==> config.mk <==
export PLATFORM = sky130hd
export DESIGN_NAME = pwm_meas
export DESIGN_NICKNAME = d
export VERILOG_FILES = /design/src/rtl/pwm_meas_pkg.sv /design/src/rtl/pwm_meas_ch.sv /design/src/rtl/pwm_meas.sv
export SDC_FILE = /design/constraint.sdc
export NUM_CORES = 1
export LEC_CHECK = 0
export BUFFER_PORTS_ARGS = -buffer_cell sky130_fd_sc_hd__buf_2
export CAP_MARGIN = 20
export CELL_PAD_IN_SITES_DETAIL_PLACEMENT = 2
export CELL_PAD_IN_SITES_GLOBAL_PLACEMENT = 2
export CORE_MARGIN = 10
export CORE_UTILIZATION = 41
export DETAILED_ROUTE_END_ITERATION = 7
export PLACE_DENSITY = 0.91
export SETUP_SLACK_MARGIN = 0.02
export SLEW_MARGIN = 20
export SYNTH_ARGS = -nofsm -noshare
export SYNTH_HDL_FRONTEND = slang
export SYNTH_HIERARCHICAL = 1
export SYNTH_SLANG_ARGS = --single-unit
==> constraint.sdc <==
create_clock -name axi_clk -period 6.55 [get_ports axi_clk]
set_input_delay 1.31 -clock axi_clk [delete_from_list [all_inputs] [get_ports axi_clk]]
set_output_delay 1.31 -clock axi_clk [all_outputs]
set_load 0.02 [all_outputs]
==> src/rtl/pwm_meas_pkg.sv <==
// Shared types for the two-channel PWM capture block.
// Holds the per-channel FSM state encoding used by pwm_meas_ch.
package pwm_meas_pkg;

  typedef enum logic [1:0] {
    IDLE = 2'd0,
    HIGH = 2'd1,
    LOW  = 2'd2
  } pwm_meas_state_t;

endpackage

==> src/rtl/pwm_meas_ch.sv <==
// One PWM capture channel: sync + edge detect, rise-to-rise period and high time.
// Outputs change 1 cycle after edge detection (3 flops of input delay); no backpressure.
module pwm_meas_ch
  import pwm_meas_pkg::*;
#(
  parameter int CNT_WIDTH      = 24,
  parameter int TIMEOUT_CYCLES = 4_000_000
) (
  input  logic                 axi_clk,
  input  logic                 axi_rstn,
  input  logic                 meas_enable_i,
  input  logic                 pwm_i,
  output logic [CNT_WIDTH-1:0] period_o,
  output logic [CNT_WIDTH-1:0] active_o,
  output logic                 valid_o,
  output logic                 lost_o,
  output logic                 upd_o
);

  localparam logic [CNT_WIDTH-1:0] TIMEOUT_VAL = CNT_WIDTH'(TIMEOUT_CYCLES);
  localparam logic [CNT_WIDTH-1:0] CNT_ONE     = CNT_WIDTH'(1);

  logic [1:0]           sync_q;
  logic                 dly;
  logic                 rise;
  logic                 fall;
  logic                 timeout;
  pwm_meas_state_t      state;
  logic [CNT_WIDTH-1:0] cnt;
  logic [CNT_WIDTH-1:0] shadow;

  // Synchronizer is not gated by enable, so re-enabling never sees a stale edge.
  always_ff @(posedge axi_clk or negedge axi_rstn) begin
    if (!axi_rstn) begin
      sync_q <= 2'b00;
      dly    <= 1'b0;
    end else begin
      sync_q <= {sync_q[0], pwm_i};
      dly    <= sync_q[1];
    end
  end

  assign rise    = sync_q[1] & ~dly;
  assign fall    = ~sync_q[1] & dly;
  assign timeout = (cnt == TIMEOUT_VAL) & ~rise;

  always_ff @(posedge axi_clk or negedge axi_rstn) begin
    if (!axi_rstn) begin
      state    <= IDLE;
      cnt      <= '0;
      shadow   <= '0;
      period_o <= '0;
      active_o <= '0;
      valid_o  <= 1'b0;
      lost_o   <= 1'b0;
      upd_o    <= 1'b0;
    end else begin
      upd_o <= 1'b0;
      if (!meas_enable_i) begin
        state    <= IDLE;
        cnt      <= '0;
        shadow   <= '0;
        period_o <= '0;
        active_o <= '0;
        valid_o  <= 1'b0;
        lost_o   <= 1'b0;
      end else begin
        case (state)
          IDLE: begin
            if (rise) begin
              state  <= HIGH;
              cnt    <= CNT_ONE;
              lost_o <= 1'b0;
            end else begin
              cnt <= '0;
            end
          end
          HIGH: begin
            if (timeout) begin
              state    <= IDLE;
              cnt      <= '0;
              period_o <= '0;
              active_o <= '0;
              valid_o  <= 1'b0;
              lost_o   <= 1'b1;
            end else begin
              cnt <= cnt + CNT_ONE;
              if (fall) begin
                state  <= LOW;
                shadow <= cnt;
              end
            end
          end
          LOW: begin
            // A rise landing on the timeout cycle still captures a period.
            if (rise) begin
              state    <= HIGH;
              cnt      <= CNT_ONE;
              period_o <= cnt;
              active_o <= shadow;
              valid_o  <= 1'b1;
              upd_o    <= 1'b1;
              lost_o   <= 1'b0;
            end else if (timeout) begin
              state    <= IDLE;
              cnt      <= '0;
              period_o <= '0;
              active_o <= '0;
              valid_o  <= 1'b0;
              lost_o   <= 1'b1;
            end else begin
              cnt <= cnt + CNT_ONE;
            end
          end
          default: begin
            state <= IDLE;
            cnt   <= '0;
          end
        endcase
      end
    end
  end

endmodule

==> src/rtl/pwm_meas.sv <==
// Two independent PWM capture channels sharing one clock, reset and enable.
// Latency as pwm_meas_ch (outputs 1 cycle after edge detection); no backpressure.
module pwm_meas
  import pwm_meas_pkg::*;
#(
  parameter int CNT_WIDTH      = 24,
  parameter int TIMEOUT_CYCLES = 4_000_000
) (
  input  logic                 axi_clk,
  input  logic                 axi_rstn,
  input  logic                 meas_enable_i,
  input  logic                 pwm_0_i,
  input  logic                 pwm_1_i,
  output logic [CNT_WIDTH-1:0] period_0_o,
  output logic [CNT_WIDTH-1:0] active_0_o,
  output logic                 valid_0_o,
  output logic                 lost_0_o,
  output logic                 upd_0_o,
  output logic [CNT_WIDTH-1:0] period_1_o,
  output logic [CNT_WIDTH-1:0] active_1_o,
  output logic                 valid_1_o,
  output logic                 lost_1_o,
  output logic                 upd_1_o
);

  pwm_meas_ch #(
    .CNT_WIDTH      (CNT_WIDTH),
    .TIMEOUT_CYCLES (TIMEOUT_CYCLES)
  ) u_ch0 (
    .axi_clk       (axi_clk),
    .axi_rstn      (axi_rstn),
    .meas_enable_i (meas_enable_i),
    .pwm_i         (pwm_0_i),
    .period_o      (period_0_o),
    .active_o      (active_0_o),
    .valid_o       (valid_0_o),
    .lost_o        (lost_0_o),
    .upd_o         (upd_0_o)
  );

  pwm_meas_ch #(
    .CNT_WIDTH      (CNT_WIDTH),
    .TIMEOUT_CYCLES (TIMEOUT_CYCLES)
  ) u_ch1 (
    .axi_clk       (axi_clk),
    .axi_rstn      (axi_rstn),
    .meas_enable_i (meas_enable_i),
    .pwm_i         (pwm_1_i),
    .period_o      (period_1_o),
    .active_o      (active_1_o),
    .valid_o       (valid_1_o),
    .lost_o        (lost_1_o),
    .upd_o         (upd_1_o)
  );

endmodule
==> impl_metrics.xml, run 1 <==
<?xml version="1.0" encoding="UTF-8"?>
<metrics>
  <group name="outcome">
    <metric name="outcome" unit="">complete, no violations</metric>
  </group>
  <group name="critical_path">
    <metric name="worstSetupPathType" unit="">flop to flop</metric>
    <metric name="critPathArrivalTime" unit="ns">3.47</metric>
    <metric name="crit_cells" unit="">7</metric>
    <metric name="path_max_fanout" unit="">23</metric>
    <metric name="crit_path_cell_trace" unit="">inv_1 &gt; ha_1 &gt; nor3b_1 &gt; nor3b_2 &gt; a31oi_1 &gt; nand2b_1 &gt; nor2_1</metric>
    <metric name="critical-path-max-stage-delay" unit="ns">0.83</metric>
    <metric name="worstPathBufferInverterCount" unit="">1</metric>
    <metric name="r2r.worst_path.cells" unit="">7</metric>
    <metric name="critPathRequiredTime" unit="ns">6.88</metric>
    <metric name="setup.worst_path.start_class" unit="">flop</metric>
    <metric name="cpLargestDelayFamily" unit="">simple AND/OR/NAND/NOR gates</metric>
    <metric name="endpoint_kind" unit="">flop</metric>
    <metric name="worst_path_max_delay_cell" unit="">sky130_fd_sc_hd__nand2b_1</metric>
  </group>
  <group name="yosys">
    <metric name="synth.yosys.warnings" unit="">6</metric>
    <metric name="number_of_instances_in_the_synthesized_netlist" unit="">828</metric>
    <metric name="synth_sequential_area_ratio" unit="">0.5849</metric>
    <metric name="synth.net_count" unit="">845</metric>
    <metric name="postSynthAreaPerCell" unit="µm²">10.75</metric>
    <metric name="syn-cell-area" unit="µm²">8899</metric>
    <metric name="ys_async_sr_fraction" unit="">1.000</metric>
    <metric name="netlist_top_cells_count" unit="">sky130_fd_sc_hd__dfrtp_1 (208), sky130_fd_sc_hd__nand2_1 (147), sky130_fd_sc_hd__a22o_1 (76)</metric>
    <metric name="synth_largest_type_area_fraction" unit="">0.5849</metric>
    <metric name="post-synth-top-count-cell" unit="">sky130_fd_sc_hd__dfrtp_1</metric>
    <metric name="synth.largest_area_cell" unit="">sky130_fd_sc_hd__dfrtp_1</metric>
    <metric name="synthMuxAreaShare" unit="">0.004499</metric>
    <metric name="synth_compound_gate_area_share" unit="">0.1426</metric>
    <metric name="yosys.area_share.simple" unit="">0.1672</metric>
    <metric name="postSynthRegisterBits" unit="">208</metric>
    <metric name="post_synth_main_area_contributors" unit="">sky130_fd_sc_hd__dfrtp_1 (58%), sky130_fd_sc_hd__a22o_1 (7.5%), sky130_fd_sc_hd__nand2_1 (6.2%)</metric>
    <metric name="yosysUniqueCellTypes" unit="">57</metric>
    <metric name="synth_top_flop_cell" unit="">sky130_fd_sc_hd__dfrtp_1</metric>
    <metric name="synth-adder-area-share" unit="">0.01687</metric>
    <metric name="post_synth_xor_area_fraction" unit="">0.04232</metric>
    <metric name="number_of_enable_type_register_cells_in_the_synthesized_netlist" unit="">0</metric>
    <metric name="synth_top_family_by_area" unit="">simple AND/OR/NAND/NOR gates</metric>
  </group>
  <group name="job">
    <metric name="max_cap_violations" unit="">0</metric>
  </group>
  <group name="clock_tree">
    <metric name="cts_tree" unit="">done</metric>
    <metric name="cts_htree_levels" unit="">1</metric>
    <metric name="cts_made_buffers" unit="">24</metric>
    <metric name="cts_max_path_buffers" unit="">3</metric>
    <metric name="clock_latency_on_the_worst_skew_pair" unit="ns">0.52</metric>
    <metric name="clkSlewWorstSetupHoldPaths" unit="ns">0.06</metric>
    <metric name="clock_sink_count" unit="">208</metric>
    <metric name="holdBufCountCts" unit="">0</metric>
    <metric name="postCtsResizedCells" unit="">0</metric>
    <metric name="cts_setup_buffers" unit="">0</metric>
    <metric name="cts_root_buf" unit="">sky130_fd_sc_hd__clkbuf_16</metric>
  </group>
  <group name="routing">
    <metric name="drt_pass1_iterations" unit="">5</metric>
    <metric name="routed-via-count" unit="">7057</metric>
    <metric name="detail_route.wl_per_cell" unit="µm">25.98</metric>
    <metric name="vias_per_cell" unit="">5.847</metric>
    <metric name="drt_iter0_markers" unit="">564</metric>
    <metric name="post-route-drc-count" unit="">0</metric>
    <metric name="wirelength" unit="µm">31360</metric>
    <metric name="antenna_left" unit="">0</metric>
  </group>
  <group name="worst_hold_path">
    <metric name="hold_class" unit="">flop to flop</metric>
    <metric name="worst_hold_path.num_cells" unit="">0</metric>
  </group>
  <group name="sta">
    <metric name="fin_setup_tns" unit="ns">0</metric>
    <metric name="max_slew.worst_pin.slew" unit="ns">1.121</metric>
    <metric name="clock_skew" unit="ns">0.01315</metric>
    <metric name="period_share" unit="">0.4791</metric>
    <metric name="report.final.setup_viol" unit="">0</metric>
    <metric name="grt_setup_unrepaired" unit="">no</metric>
    <metric name="timing.final.hold_violations" unit="">0</metric>
    <metric name="report.final.slew_viol_count" unit="">0</metric>
    <metric name="relSlewSlack" unit="">0.2527</metric>
    <metric name="period_minus_ws_final" unit="ns">3.138</metric>
    <metric name="achievable-frequency" unit="MHz">318.7</metric>
  </group>
  <group name="placed_design">
    <metric name="io_buffers" unit="">106</metric>
    <metric name="globalplace.congestion" unit="">0.7845</metric>
    <metric name="detailedPlacementHpwl" unit="µm">19090</metric>
  </group>
  <group name="power_and_ir_drop">
    <metric name="peakVddDrop" unit="mV">0.1442</metric>
    <metric name="power.density" unit="nW/µm²">272.0</metric>
    <metric name="total_leakage_power" unit="nW">4.810</metric>
  </group>
  <group name="finish">
    <metric name="finish.net_count" unit="">936</metric>
    <metric name="diodes" unit="">0</metric>
    <metric name="multiInputGateArea" unit="µm²">3333</metric>
    <metric name="final_layout_size_suffix_gt1_frac" unit="">0.1835</metric>
    <metric name="layout.area.seq" unit="µm²">5205</metric>
    <metric name="fillers" unit="">2163</metric>
    <metric name="finish.utilization" unit="">0.4864</metric>
    <metric name="area_growth_syn_to_layout" unit="%">15.99</metric>
  </group>
  <group name="floorplanning">
    <metric name="die_width" unit="µm">167.3</metric>
    <metric name="io_pins" unit="">107</metric>
    <metric name="coreArea" unit="µm²">21220</metric>
    <metric name="design.die.area" unit="µm²">28000</metric>
    <metric name="start_util" unit="">0.4193</metric>
    <metric name="die_y" unit="µm">167.3</metric>
    <metric name="placementRows" unit="">53</metric>
  </group>
  <group name="global_route">
    <metric name="grt_max_degree" unit="">86</metric>
    <metric name="grt_first_pass_wirelength" unit="µm">49970</metric>
    <metric name="groute.usage.overall" unit="">0.2192</metric>
    <metric name="initial_antenna_violation_count" unit="">0</metric>
    <metric name="grt_overflow_total" unit="">0</metric>
    <metric name="vias_in_the_first_global_route" unit="">7992</metric>
  </group>
</metrics>
power by group:
group / internal (mW) / switching (mW)
clock network: 0.761 / 0.537
logic: 0.0466 / 0.148
registers: 1.30 / 0.0198
total: 2.10 / 0.705
through the flow:
stage	cell area (µm²)	setup WS (ns)	hold slack, ns	std cells	power [mW]
3_3_place_gp	9553	3.440	0.3360	1167	1.504
3_5_place_dp	9572	3.208	0.3734	1168	1.521
4_1_cts	10320	3.454	0.3860	1207	2.833
6_report	10320	3.412	0.3784	1207	2.807
2_1_floorplan	8899	4.222	0.3312	828	1.446
5_1_grt	10320	3.295	0.3998	1207	2.904
layout by cell type (no fill, tap or decap), types with 3 or more instances in the layout:
cell,count
sky130_fd_sc_hd__a22o_2,4
sky130_fd_sc_hd__o21a_1,3
sky130_fd_sc_hd__ha_1,12
sky130_fd_sc_hd__a21oi_1,69
sky130_fd_sc_hd__and3_1,12
sky130_fd_sc_hd__buf_4,8
sky130_fd_sc_hd__nand2_1,147
sky130_fd_sc_hd__o21ai_0,10
sky130_fd_sc_hd__and2_1,3
sky130_fd_sc_hd__or4_1,3
sky130_fd_sc_hd__mux2i_1,4
sky130_fd_sc_hd__nand3_1,23
sky130_fd_sc_hd__nor2_1,68
sky130_fd_sc_hd__buf_2,105
sky130_fd_sc_hd__inv_1,21
sky130_fd_sc_hd__nor3b_1,5
sky130_fd_sc_hd__nand4_1,12
sky130_fd_sc_hd__clkbuf_1,5
sky130_fd_sc_hd__xnor2_1,22
sky130_fd_sc_hd__and4_1,3
sky130_fd_sc_hd__clkbuf_8,7
sky130_fd_sc_hd__clkbuf_16,25
sky130_fd_sc_hd__nand2b_1,5
sky130_fd_sc_hd__nor3_1,8
sky130_fd_sc_hd__dfrtp_1,208
sky130_fd_sc_hd__a22o_1,76
sky130_fd_sc_hd__xor2_1,21
state kept, by name, summed over array words and instances, names as in the netlist, 2 cells and up:
register / count
u_ch0/active_o: 24
u_ch0/cnt: 24
u_ch0/period_o: 24
u_ch0/shadow: 24
u_ch0/state: 2
u_ch0/sync_q: 2
u_ch1/active_o: 24
u_ch1/cnt: 24
u_ch1/period_o: 24
u_ch1/shadow: 24
u_ch1/state: 2
u_ch1/sync_q: 2
worst paths after layout:
check / from / to / slack [ns]
max reg2reg: u_ch1/cnt[0] / u_ch1/cnt[14] / 3.41
min in group asynchronous: axi_rstn / u_ch1/period_o[3] / 0.84
max in group asynchronous: axi_rstn / u_ch1/shadow[22] / 4.38
min: u_ch0/sync_q[0] / u_ch0/sync_q[1] / 0.38
min reg2reg: u_ch0/sync_q[0] / u_ch0/sync_q[1] / 0.38
max: u_ch1/cnt[0] / u_ch1/cnt[14] / 3.41
layer usage:
layer | vias to the layer above | GRT usage | wire length (µm)
met3 | 64 | 0.04213 | 1673
met4 | 0 | 0.06094 | 791
met2 | 236 | 0.3637 | 15450
met1 | 3722 | 0.2857 | 13440
li1 | 3035 | - | -
met5 | - | 0 | 0
area by class of cell:
| class | instances | share of cell area |
|---|---|---|
| Clock inverter | 3 | 0.002182 |
| Tap cell | 275 | 0.03334 |
| Sequential cell | 208 | 0.5043 |
| Inverter | 21 | 0.007637 |
| Clock buffer | 36 | 0.07043 |
| Timing Repair Buffer | 115 | 0.05916 |
| Multi-Input combinational cell | 549 | 0.3230 |
cells by family (layout without fill, tap and decap cells):
logic type	count (synthesis)	count (layout)
and+or+nand+nor	313	313
DFF	208	208
AOI/OAI and AO/OA	177	177
buffers and inverters	71	175
xor gates and xnor gates	43	43
adders and majority gates	12	12
muxes	4	4
No activity file was read; power rests on OpenSTA's default activity.
==> run 2, diff against run 1 <==
--- a/config.mk
+++ b/config.mk
@@ -10,9 +10,9 @@
 export CELL_PAD_IN_SITES_DETAIL_PLACEMENT = 2
 export CELL_PAD_IN_SITES_GLOBAL_PLACEMENT = 2
 export CORE_MARGIN = 10
-export CORE_UTILIZATION = 41
+export CORE_UTILIZATION = 38
 export DETAILED_ROUTE_END_ITERATION = 7
-export PLACE_DENSITY = 0.91
+export PLACE_DENSITY = 0.85
 export SETUP_SLACK_MARGIN = 0.02
 export SLEW_MARGIN = 20
 export SYNTH_ARGS = -nofsm -noshare
==> constraint.sdc (replaced) <==
create_clock -name axi_clk -period 2.9 [get_ports axi_clk]
set_input_delay 0.58 -clock axi_clk [delete_from_list [all_inputs] [get_ports axi_clk]]
set_output_delay 0.58 -clock axi_clk [all_outputs]
set_load 0.02 [all_outputs]
==> impl_metrics.xml, run 2 (synthesized netlist as in run 1, its figures left out) <==
<?xml version="1.0" encoding="UTF-8"?>
<metrics>
  <group name="sta">
    <metric name="period_share" unit="">0.9023</metric>
    <metric name="report.final.setup_viol" unit="">0</metric>
    <metric name="relSlewSlack" unit="">0.4893</metric>
    <metric name="clock_skew" unit="ns">0.01196</metric>
    <metric name="achievable-frequency" unit="MHz">382.2</metric>
    <metric name="timing.final.hold_violations" unit="">0</metric>
    <metric name="period_minus_ws_final" unit="ns">2.617</metric>
    <metric name="max_slew.worst_pin.slew" unit="ns">0.7660</metric>
    <metric name="report.final.slew_viol_count" unit="">0</metric>
    <metric name="grt_setup_unrepaired" unit="">no</metric>
    <metric name="fin_setup_tns" unit="ns">0</metric>
  </group>
  <group name="clock_tree">
    <metric name="clock_latency_on_the_worst_skew_pair" unit="ns">0.53</metric>
    <metric name="holdBufCountCts" unit="">0</metric>
    <metric name="clock_sink_count" unit="">208</metric>
    <metric name="postCtsResizedCells" unit="">0</metric>
    <metric name="cts_tree" unit="">done</metric>
    <metric name="cts_made_buffers" unit="">24</metric>
    <metric name="cts_htree_levels" unit="">1</metric>
    <metric name="clkSlewWorstSetupHoldPaths" unit="ns">0.07</metric>
    <metric name="cts_setup_buffers" unit="">0</metric>
    <metric name="cts_max_path_buffers" unit="">3</metric>
    <metric name="cts_root_buf" unit="">sky130_fd_sc_hd__clkbuf_16</metric>
  </group>
  <group name="critical_path">
    <metric name="crit_cells" unit="">8</metric>
    <metric name="critical_path.reg2reg.startpoint" unit="">u_ch1/cnt[0]</metric>
    <metric name="worstSetupPathType" unit="">flop to flop</metric>
    <metric name="critical_path_origin" unit="">u_ch1/cnt[0]</metric>
    <metric name="path_max_fanout" unit="">20</metric>
    <metric name="critical-path-max-stage-delay" unit="ns">0.46</metric>
    <metric name="setup.worst_path.start_class" unit="">flop</metric>
    <metric name="critical_path.endpoint" unit="">u_ch1/period_o[6]</metric>
    <metric name="rr_endpoint" unit="">u_ch1/period_o[6]</metric>
    <metric name="critPathArrivalTime" unit="ns">3.01</metric>
    <metric name="endpoint_kind" unit="">flop</metric>
    <metric name="r2r_slack" unit="ns">0.28</metric>
    <metric name="r2r.worst_path.cells" unit="">8</metric>
    <metric name="crit_path_cell_trace" unit="">inv_1 &gt; ha_1 &gt; nor3b_1 &gt; nor3b_2 &gt; nand3_1 &gt; o21ai_2 &gt; buf_4 &gt; a21oi_1</metric>
    <metric name="worstPathBufferInverterCount" unit="">2</metric>
    <metric name="worst_path_max_delay_cell" unit="">sky130_fd_sc_hd__dfrtp_1</metric>
    <metric name="cpLargestDelayFamily" unit="">simple AND/OR/NAND/NOR gates</metric>
    <metric name="critPathRequiredTime" unit="ns">3.29</metric>
  </group>
  <group name="placed_design">
    <metric name="globalplace.congestion" unit="">0.7892</metric>
    <metric name="io_buffers" unit="">106</metric>
    <metric name="detailedPlacementHpwl" unit="µm">19240</metric>
  </group>
  <group name="worst_hold_path">
    <metric name="hold_class" unit="">input port to asynchronous set/reset pin</metric>
  </group>
  <group name="outcome">
    <metric name="outcome" unit="">complete, no violations</metric>
  </group>
  <group name="floorplanning">
    <metric name="die_width" unit="µm">173.0</metric>
    <metric name="io_pins" unit="">107</metric>
    <metric name="start_util" unit="">0.3895</metric>
    <metric name="design.die.area" unit="µm²">29940</metric>
    <metric name="die_y" unit="µm">173.0</metric>
    <metric name="placementRows" unit="">55</metric>
    <metric name="coreArea" unit="µm²">22850</metric>
  </group>
  <group name="global_route">
    <metric name="grt_first_pass_wirelength" unit="µm">50930</metric>
    <metric name="groute.usage.overall" unit="">0.2112</metric>
    <metric name="grt_max_degree" unit="">68</metric>
    <metric name="initial_antenna_violation_count" unit="">0</metric>
    <metric name="grt_overflow_total" unit="">0</metric>
    <metric name="vias_in_the_first_global_route" unit="">7984</metric>
  </group>
  <group name="routing">
    <metric name="detail_route.wl_per_cell" unit="µm">25.33</metric>
    <metric name="vias_per_cell" unit="">5.559</metric>
    <metric name="antenna_left" unit="">0</metric>
    <metric name="post-route-drc-count" unit="">0</metric>
    <metric name="drt_iter0_markers" unit="">566</metric>
    <metric name="wirelength" unit="µm">31900</metric>
    <metric name="routed-via-count" unit="">6999</metric>
    <metric name="drt_pass1_iterations" unit="">5</metric>
  </group>
  <group name="finish">
    <metric name="finish.utilization" unit="">0.4637</metric>
    <metric name="finish.net_count" unit="">947</metric>
    <metric name="layout.cells.most_common_list" unit="">sky130_fd_sc_hd__dfrtp_1 (208), sky130_fd_sc_hd__nand2_1 (147), sky130_fd_sc_hd__buf_2 (105), sky130_fd_sc_hd__a22o_1 (76), sky130_fd_sc_hd__a21oi_1 (69)</metric>
    <metric name="final_layout_size_suffix_gt1_frac" unit="">0.1966</metric>
    <metric name="multiInputGateArea" unit="µm²">3327</metric>
    <metric name="diodes" unit="">0</metric>
    <metric name="layout.area.seq" unit="µm²">5205</metric>
    <metric name="mostFrequentLayoutCell" unit="">sky130_fd_sc_hd__dfrtp_1</metric>
    <metric name="area_growth_syn_to_layout" unit="%">19.05</metric>
    <metric name="fillers" unit="">2387</metric>
  </group>
  <group name="power_and_ir_drop">
    <metric name="p_int" unit="mW">5.190</metric>
    <metric name="power.clock.fraction" unit="">0.498</metric>
    <metric name="power_switching" unit="mW">1.640</metric>
    <metric name="relative_contribution_of_combinational_cells_to_total_power" unit="">0.069</metric>
    <metric name="seqPwrFrac" unit="">0.432</metric>
    <metric name="total_leakage_power" unit="nW">4.926</metric>
    <metric name="peakVddDrop" unit="mV">0.3416</metric>
    <metric name="power.density" unit="nW/µm²">644.8</metric>
    <metric name="power.switching_fraction" unit="">0.2401</metric>
  </group>
  <group name="job">
    <metric name="max_cap_violations" unit="">0</metric>
  </group>
</metrics>
-- run 2: worst min path at each step --
stage	from	cells past startpoint	end
global route	axi_rstn	1	u_ch1/period_o[2]
CTS	axi_rstn	1	u_ch1/period_o[1]
floorplan	axi_rstn	0	u_ch0/active_o[0]
global placement	u_ch1/sync_q[0]	0	u_ch1/sync_q[1]
finish	axi_rstn	1	u_ch1/period_o[2]
detailed placement	u_ch1/sync_q[0]	0	u_ch1/sync_q[1]
-- run 2: metal layers --
metal	GRT usage	share of wire
met5	0	0
met4	0.06360	0.027
met3	0.03594	0.043
met2	0.3590	0.50
met1	0.2693	0.43
-- run 2: power groups by stage --
stage,Sequential [mW],Combinational [mW],Clock [mW]
after detailed placement,3.00,0.444,0
after global placement,3.00,0.423,0
final,2.95,0.474,3.40
after floorplan,3.00,0.270,0
after CTS,2.95,0.474,3.48
after global routing,2.95,0.516,3.61
-- run 2: area by class of cell --
| type | count | share of cell area |
|---|---|---|
| clock buffers | 35 | 0.06732 |
| well taps | 313 | 0.03697 |
| inverters | 21 | 0.007441 |
| flip-flops and latches | 208 | 0.4913 |
| multi-input cells | 549 | 0.3140 |
| repair buffers | 126 | 0.06744 |
| clock inverters | 7 | 0.01547 |
-- run 2: metrics by stage --
step / std cells / power [mW] / hold WS, ns / worst slack (ns) / instance area, µm²
4_1_cts: 1259 / 6.902 / 0.06986 / 0.2204 / 10590
5_1_grt: 1259 / 7.083 / 0.07592 / 0.1069 / 10590
3_5_place_dp: 1217 / 3.449 / 0.3379 / 0.2983 / 9716
3_3_place_gp: 1217 / 3.423 / 0.3323 / 0.5470 / 9716
6_report: 1259 / 6.831 / 0.04605 / 0.2834 / 10590
2_1_floorplan: 828 / 3.266 / 0.2844 / 0.8533 / 8899
-- run 2: worst register-to-register path, cell delays in order, from the launching register on --
cell and delay, ns:
sky130_fd_sc_hd__dfrtp_1 0.46, sky130_fd_sc_hd__inv_1 0.09, sky130_fd_sc_hd__ha_1 0.16, sky130_fd_sc_hd__nor3b_1 0.34, sky130_fd_sc_hd__nor3b_2 0.39, sky130_fd_sc_hd__nand3_1 0.17
sky130_fd_sc_hd__o21ai_2 0.41, sky130_fd_sc_hd__buf_4 0.34, sky130_fd_sc_hd__a21oi_1 0.12
